==> config.mk <==
export PLATFORM = sky130hd
export DESIGN_NAME = ioctl_dn_ctrl
export DESIGN_NICKNAME = d
export VERILOG_FILES = /design/src/rtl/ioctl_dn_ctrl.sv
export SDC_FILE = /design/constraint.sdc
export NUM_CORES = 1
export LEC_CHECK = 0
export ABC_AREA = 1
export CAP_MARGIN = 20
export CORE_UTILIZATION = 44
export DETAILED_ROUTE_END_ITERATION = 12
export PLACE_DENSITY_LB_ADDON = 0.12
export SLEW_MARGIN = 20
export SYNTH_ARGS = -nofsm -noshare
export SYNTH_HDL_FRONTEND = slang
export SYNTH_SLANG_ARGS = --single-unit
==> constraint.sdc <==
create_clock -name clk_sys -period 2 [get_ports clk_sys]
set_clock_uncertainty 0.2 [all_clocks]
set_input_delay 0.3 -clock clk_sys [delete_from_list [all_inputs] [get_ports clk_sys]]
set_output_delay 0.3 -clock clk_sys [all_outputs]
set_load 0.02 [all_outputs]
==> src/rtl/ioctl_dn_ctrl.sv <==
// ioctl_dn_ctrl
// Bridges a host ioctl download stream (one byte per ioctl_wr strobe) onto a
// handshaked target write port. It holds the SoC core in reset for the whole
// download window, and for HOLD cycles after the window closes.
//
// Ports
//   clk_sys         sole clock, rising edge
//   reset           synchronous, active-high
//   ioctl_download  host download window active
//   ioctl_wr        single-cycle byte strobe from host
//   ioctl_addr      host byte address (25 bits)
//   ioctl_dout      host byte data
//   ioctl_index     host file/target index
//   ioctl_wait      back-pressure to host, high while the byte buffer is full
//   dn_addr/dn_data target write address/data, stable while dn_wr is high
//   dn_wr           target write request, held until dn_ready
//   dn_ready        target accepts the write when high together with dn_wr
//   dn_index        index latched at download start
//   soc_reset       reset to the SoC core
//   dn_count        bytes accepted by the target in the current/last download
//   dn_err          sticky flags: bit0 address out of range, bit1 overrun
//
// state   | meaning
// --------+-------------------------------------------------------------
// IDLE    | no download; SoC running, host strobes ignored
// ACTIVE  | download open, buffer empty, waiting for a host byte
// WRITE   | buffer full, dn_wr asserted until the target accepts
// RELEASE | download closed, SoC held in reset for HOLD cycles

module ioctl_dn_ctrl #(
    parameter int ADDR_W = 14,
    parameter int HOLD   = 16
) (
    input  logic              clk_sys,
    input  logic              reset,
    input  logic              ioctl_download,
    input  logic              ioctl_wr,
    input  logic [24:0]       ioctl_addr,
    input  logic [7:0]        ioctl_dout,
    input  logic [7:0]        ioctl_index,
    output logic              ioctl_wait,
    output logic [ADDR_W-1:0] dn_addr,
    output logic [7:0]        dn_data,
    output logic              dn_wr,
    input  logic              dn_ready,
    output logic [7:0]        dn_index,
    output logic              soc_reset,
    output logic [ADDR_W:0]   dn_count,
    output logic [1:0]        dn_err
);

    localparam int HCW = (HOLD > 1) ? $clog2(HOLD) : 1;
    localparam logic [HCW-1:0]  HOLD_LOAD = HCW'(HOLD - 1);
    localparam logic [HCW-1:0]  HOLD_ONE  = HCW'(1);
    localparam logic [ADDR_W:0] CNT_ONE   = (ADDR_W + 1)'(1);
    localparam logic [ADDR_W:0] CNT_MAX   = '1;

    typedef enum logic [1:0] {
        IDLE    = 2'd0,
        ACTIVE  = 2'd1,
        WRITE   = 2'd2,
        RELEASE = 2'd3
    } state_t;

    state_t         state;
    state_t         next_state;
    logic [HCW-1:0] hold_cnt;
    logic           addr_ok;
    logic           accept;
    logic           start;
    logic           capture;
    logic           drop_oor;
    logic           overrun;

    // Every address bit above the target window must be zero.
    assign addr_ok = ((ioctl_addr >> ADDR_W) == 25'd0);
    assign accept  = (state == WRITE) && dn_ready;

    always_ff @(posedge clk_sys) begin
        if (reset) begin
            state <= IDLE;
        end else begin
            state <= next_state;
        end
    end

    always_comb begin
        next_state = state;
        start      = 1'b0;
        capture    = 1'b0;
        drop_oor   = 1'b0;
        overrun    = 1'b0;
        case (state)
            IDLE: begin
                if (ioctl_download) begin
                    next_state = ACTIVE;
                    start      = 1'b1;
                end
            end
            ACTIVE: begin
                // A strobe in the same cycle the window closes is still
                // handled; the window close is acted on afterwards.
                if (ioctl_wr) begin
                    if (addr_ok) begin
                        capture    = 1'b1;
                        next_state = WRITE;
                    end else begin
                        drop_oor = 1'b1;
                    end
                end else if (!ioctl_download) begin
                    next_state = RELEASE;
                end
            end
            WRITE: begin
                overrun = ioctl_wr;
                if (dn_ready) begin
                    next_state = ioctl_download ? ACTIVE : RELEASE;
                end
            end
            RELEASE: begin
                if (ioctl_download) begin
                    next_state = ACTIVE;
                    start      = 1'b1;
                end else if (hold_cnt == '0) begin
                    next_state = IDLE;
                end
            end
            default: next_state = IDLE;
        endcase
    end

    // Outputs are registered from next_state, so they switch on the same edge
    // as the state register.
    always_ff @(posedge clk_sys) begin
        if (reset) begin
            soc_reset  <= 1'b1;
            dn_wr      <= 1'b0;
            ioctl_wait <= 1'b0;
            dn_addr    <= '0;
            dn_data    <= '0;
            dn_index   <= '0;
            dn_count   <= '0;
            dn_err     <= '0;
            hold_cnt   <= '0;
        end else begin
            soc_reset  <= (next_state != IDLE);
            dn_wr      <= (next_state == WRITE);
            ioctl_wait <= (next_state == WRITE);

            if (capture) begin
                dn_addr <= ioctl_addr[ADDR_W-1:0];
                dn_data <= ioctl_dout;
            end

            if (start) begin
                dn_index <= ioctl_index;
                dn_count <= '0;
                dn_err   <= '0;
            end else begin
                if (accept && (dn_count != CNT_MAX)) begin
                    dn_count <= dn_count + CNT_ONE;
                end
                if (drop_oor) begin
                    dn_err[0] <= 1'b1;
                end
                if (overrun) begin
                    dn_err[1] <= 1'b1;
                end
            end

            // Loaded with HOLD-1 on entry, so RELEASE lasts exactly HOLD cycles.
            if ((next_state == RELEASE) && (state != RELEASE)) begin
                hold_cnt <= HOLD_LOAD;
            end else if ((state == RELEASE) && (hold_cnt != '0)) begin
                hold_cnt <= hold_cnt - HOLD_ONE;
            end
        end
    end

endmodule

==> flow_results.org <==
** Status
- The run finished with clean final reports.

** Pwr
- The analysis attributes to cell leakage a power of roughly 0.0015 uW.
- Relative contribution of combinational cells to total power :: approximately 14%
- The worst-case IR drop observed on VDD is 0.322 mV.
- Fraction of power spent switching nets :: approximately a quarter
- In this run the power spent charging and discharging nets is 495 uW.
- For this design the ratio of total power to cell area is approximately 560 nW/um2.
- Sequential cells account for 55.3% of the total power.
- Internal power comes to 1560 uW.
- Clk network pwr share :: a little under a third

** Worst hold path
- The worst hold path passes through 2 cells.
- The worst hold path begins at dn_err[0].
- The path with the worst hold slack has its endpoint at dn_err[0].
- Hold Crit Class :: reg2reg

** Yosys
- Largest area contributor in the netlist :: dfxtp_1
- Gate Count Post-Synth :: between 300 and 400
- Synthesis produced a netlist with a net count of ~400.
- In this run, synthesis inferred 0 flip-flops with an integrated enable.
- After synthesis, the largest area contributor takes up 43.2% of total cell area.
- The netlist uses 29 different library cells.
- Top FF cell, synth :: dfxtp_1
- Cell with the most instances after synthesis :: nor2_1
- A synthesized cell averages ~7.4 um2.
- In the synthesized netlist, the cells that appear most often are nor2_1, dfxtp_1, nand2_1.
- Sequential elements use 43.2% of the synthesized area.
- Ranking of synthesized cells by area :: dfxtp_1, nor2_1, nand2_1
- The synthesized netlist occupies a cell area of 2550 um2.
- Total of flip-flops plus latches after synthesis :: 55
- Fraction of synthesis flops using an asynchronous set or reset pin :: 0%
- The Yosys step of the flow raised 0 warnings.

** Routing
- After detailed routing, the average wire length per cell comes to between 10 and 15 um.
- After the first detailed-routing iteration, the DRC count stood at 110.
- The detailed router placed roughly 2400 vias in this run.
- Final wirelength :: approximately 5800 um
- Router iterations before antenna repair :: 4
- The detail route stage leaves a number of antenna-violating nets equal to 0.
- After detailed routing, the number of remaining DRC violations is 0.
- In the routed layout, each cell is associated on average with a via count of approximately 4.7.

** Cells and area
- Number of inserted filler cells in the final layout :: roughly 500
- Area growth syn-to-layout :: 44.8%
- The multi-input combinational cells in the finished layout cover a total of about 1200 um2.
- For this run, the post-layout net count is approximately 500.
- Share of final-layout standard cells stronger than drive strength 1 :: 10.1%
- The number of antenna diodes in the final layout is 0.
- Share of the core filled with cells in the final layout :: 66.6%
- Registers take approximately 1100 um2.

** Clocking
- The H-tree generated during clock tree synthesis spans 2 levels.
- Clock tree from TritonCTS :: built
- The number of clock buffers added by TritonCTS is 5.
- Root Buffer :: clkbuf_8
- Source-to-sink clock delay at the later pin of the worst-skew pair :: about 300 ps
- Post-cts gate resize count :: 0
- Clk pin slew, worst setup/hold paths :: 100 ps
- In this run the deepest clock path goes through 2 buffers.
- The tree built by TritonCTS fans out to 55 sinks.
- Buffers inserted to repair hold after CTS numbered 0.
- Buffers inserted by post-CTS timing repair :: 0

** Worst setup path
- Traced cell by cell, the critical path runs through clkdlybuf4s50_1.
- Data on the critical path is required at its endpoint by ~1500 ps.
- Among all stages on the critical path, the largest delay is contributed by clkdlybuf4s50_1.
- Number of buffer and inverter instances along the worst setup path :: 1
- The worst setup path is captured at an output port.
- Critical path type :: reg2out
- STA classifies the critical path startpoint as a flop.
- Largest delay share family, worst path :: buffers and inverters
- Signal arrival time at the worst endpoint :: 1420 ps
- Delay of the slowest critical-path stage :: around 650 ps
- In this run the critical register-to-register path is captured at dn_count[12].
- Of all nets on the critical path, the largest fanout is 7.
- Measured in cells, the most critical reg-to-reg path has a length of 8.
- The startpoint identified for the worst register-to-register timing path is dn_count[0].
- Reg-to-reg setup timing slack :: between 200 and 250 ps

** GRT
- Largest net degree at the start of global routing :: 24
- The number of antenna violations at the first check in global routing was 0.
- The via count of the first global-routing pass came to 2297.
- The total overflow left after global routing is 0.
- For this run, the total global-route usage over all layers was measured as about a fifth.
- First-pass GRT wire length :: 9870 um

** Timing
- The worst path needs between 1500 and 2000 ps of the cycle, external delays included.
- Worst slew margin relative to its limit :: slightly above 80%
- Dividing the final minimum period by the clock period gives 95.9%.
- Setup total negative slack on the finished layout was measured at 0 ps.
- The total count of max-transition violations in the final report is 0.
- Static timing analysis puts the maximum clock frequency at 521 MHz.
- For the pin with the worst max-slew slack, the measured transition is 263 ps.
- Final-report hold violation count :: 0
- Setup violations remaining at the end of the flow were counted as 0.
- Hold timing on the final database bottoms out at a slack of 288 ps.
- RSZ-0062 raised after global routing :: false

** Run
- Max capacitance violation total :: 0

** Floorplanning
- 96 I/O pins were placed.
- From left edge to right edge, the die measures between 70 and 80 um.
- The floorplan has 27 rows.
- The floorplan step defined a die boundary enclosing roughly 6000 um2.
- For this configuration, the core starts out at a cell density of about 46%.
- The core region is between 5000 and 6000 um2.
- Chip Height :: between 70 and 80 um

** Placement
- HPWL after DPL :: around 4300 um
- Routability Congestion :: 0.806
- In this run the tool buffered the top-level ports with 95 buffer cells.
## cell type report
cell class | count | share of cell area [%]
clock buffer | 6 | 2.24
multi-input combinational | 245 | 33.4
tap | 72 | 2.44
inverter | 35 | 3.56
clock inverter | 2 | 0.441
timing repair buffer | 104 | 28.0
sequential | 55 | 29.9
## metrics by stage
stage | total power (uW) | area, um2 | std cells | worst slack [ps]
floorplan | 1280 | 2550 | 346 | 210
global placement | 1440 | 3590 | 511 | 61.7
detailed placement | 1440 | 3590 | 511 | 8.62
CTS | 2090 | 3680 | 519 | 29.4
global route | 2150 | 3690 | 519 | 19.2
finish | 2050 | 3690 | 519 | 81.2
## state kept, by name, summed over array words and instances (netlist names)
signal     cells
hold_cnt       4
dn_count      15
dn_index       8
dn_addr       14
soc_reset      1
state          2
dn_err         2
dn_data        8
dn_wr          1
## power by group through the flow
stage	logic, uW	clock network (uW)	registers, uW
CTS	281	672	1130
detailed placement	280	0	1160
finish	279	638	1130
floorplan	94.1	0	1180
global route	311	699	1140
global placement	277	0	1160
## layer usage
metal	wire length (um)	global-route usage, %	vias up
li1	-	-	1288
met1	2600	23.9	1081
met2	2590	34.5	69
met3	515	7.09	4
met4	50	5.56	0
met5	0	0	-
## worst max-delay path by stage
stage,to,start,cells after the start
floorplan,dn_err[0],state[0],7
global placement,dn_addr[5],ioctl_addr[23],10
detailed placement,dn_data[7],ioctl_addr[23],9
CTS,dn_count[12],dn_count[12],1
global route,dn_count[2],dn_count[2],1
finish,dn_count[2],dn_count[2],1
## cells by family (layout without fill, tap and decap cells)
family | Yosys count | count (layout) | synth area share [%]
AND/OR/NAND/NOR | 170 | 170 | 28.7
AO/OA/AOI/OAI | 56 | 56 | 12.3
flip-flops | 55 | 55 | 43.2
buffers and inverters | 46 | 147 | 8.35
XOR/XNOR | 13 | 13 | 4.47
adder cells (fa/ha/maj) | 6 | 6 | 2.95
## layout by cell type (no fill, tap or decap), types with 3 or more instances in the layout
master / instances
a21oi_2: 8
xnor2_1: 7
clkbuf_8: 6
inv_2: 4
a21oi_1: 13
nor2_1: 82
nand2_1: 48
nor3_1: 5
clkdlybuf4s50_1: 95
nand3_1: 18
nand2_2: 6
dfxtp_1: 53
nor2_2: 3
inv_1: 31
ha_1: 6
buf_4: 8
xor2_1: 6
o21ai_0: 34
Power figures use the tool's default switching activity.
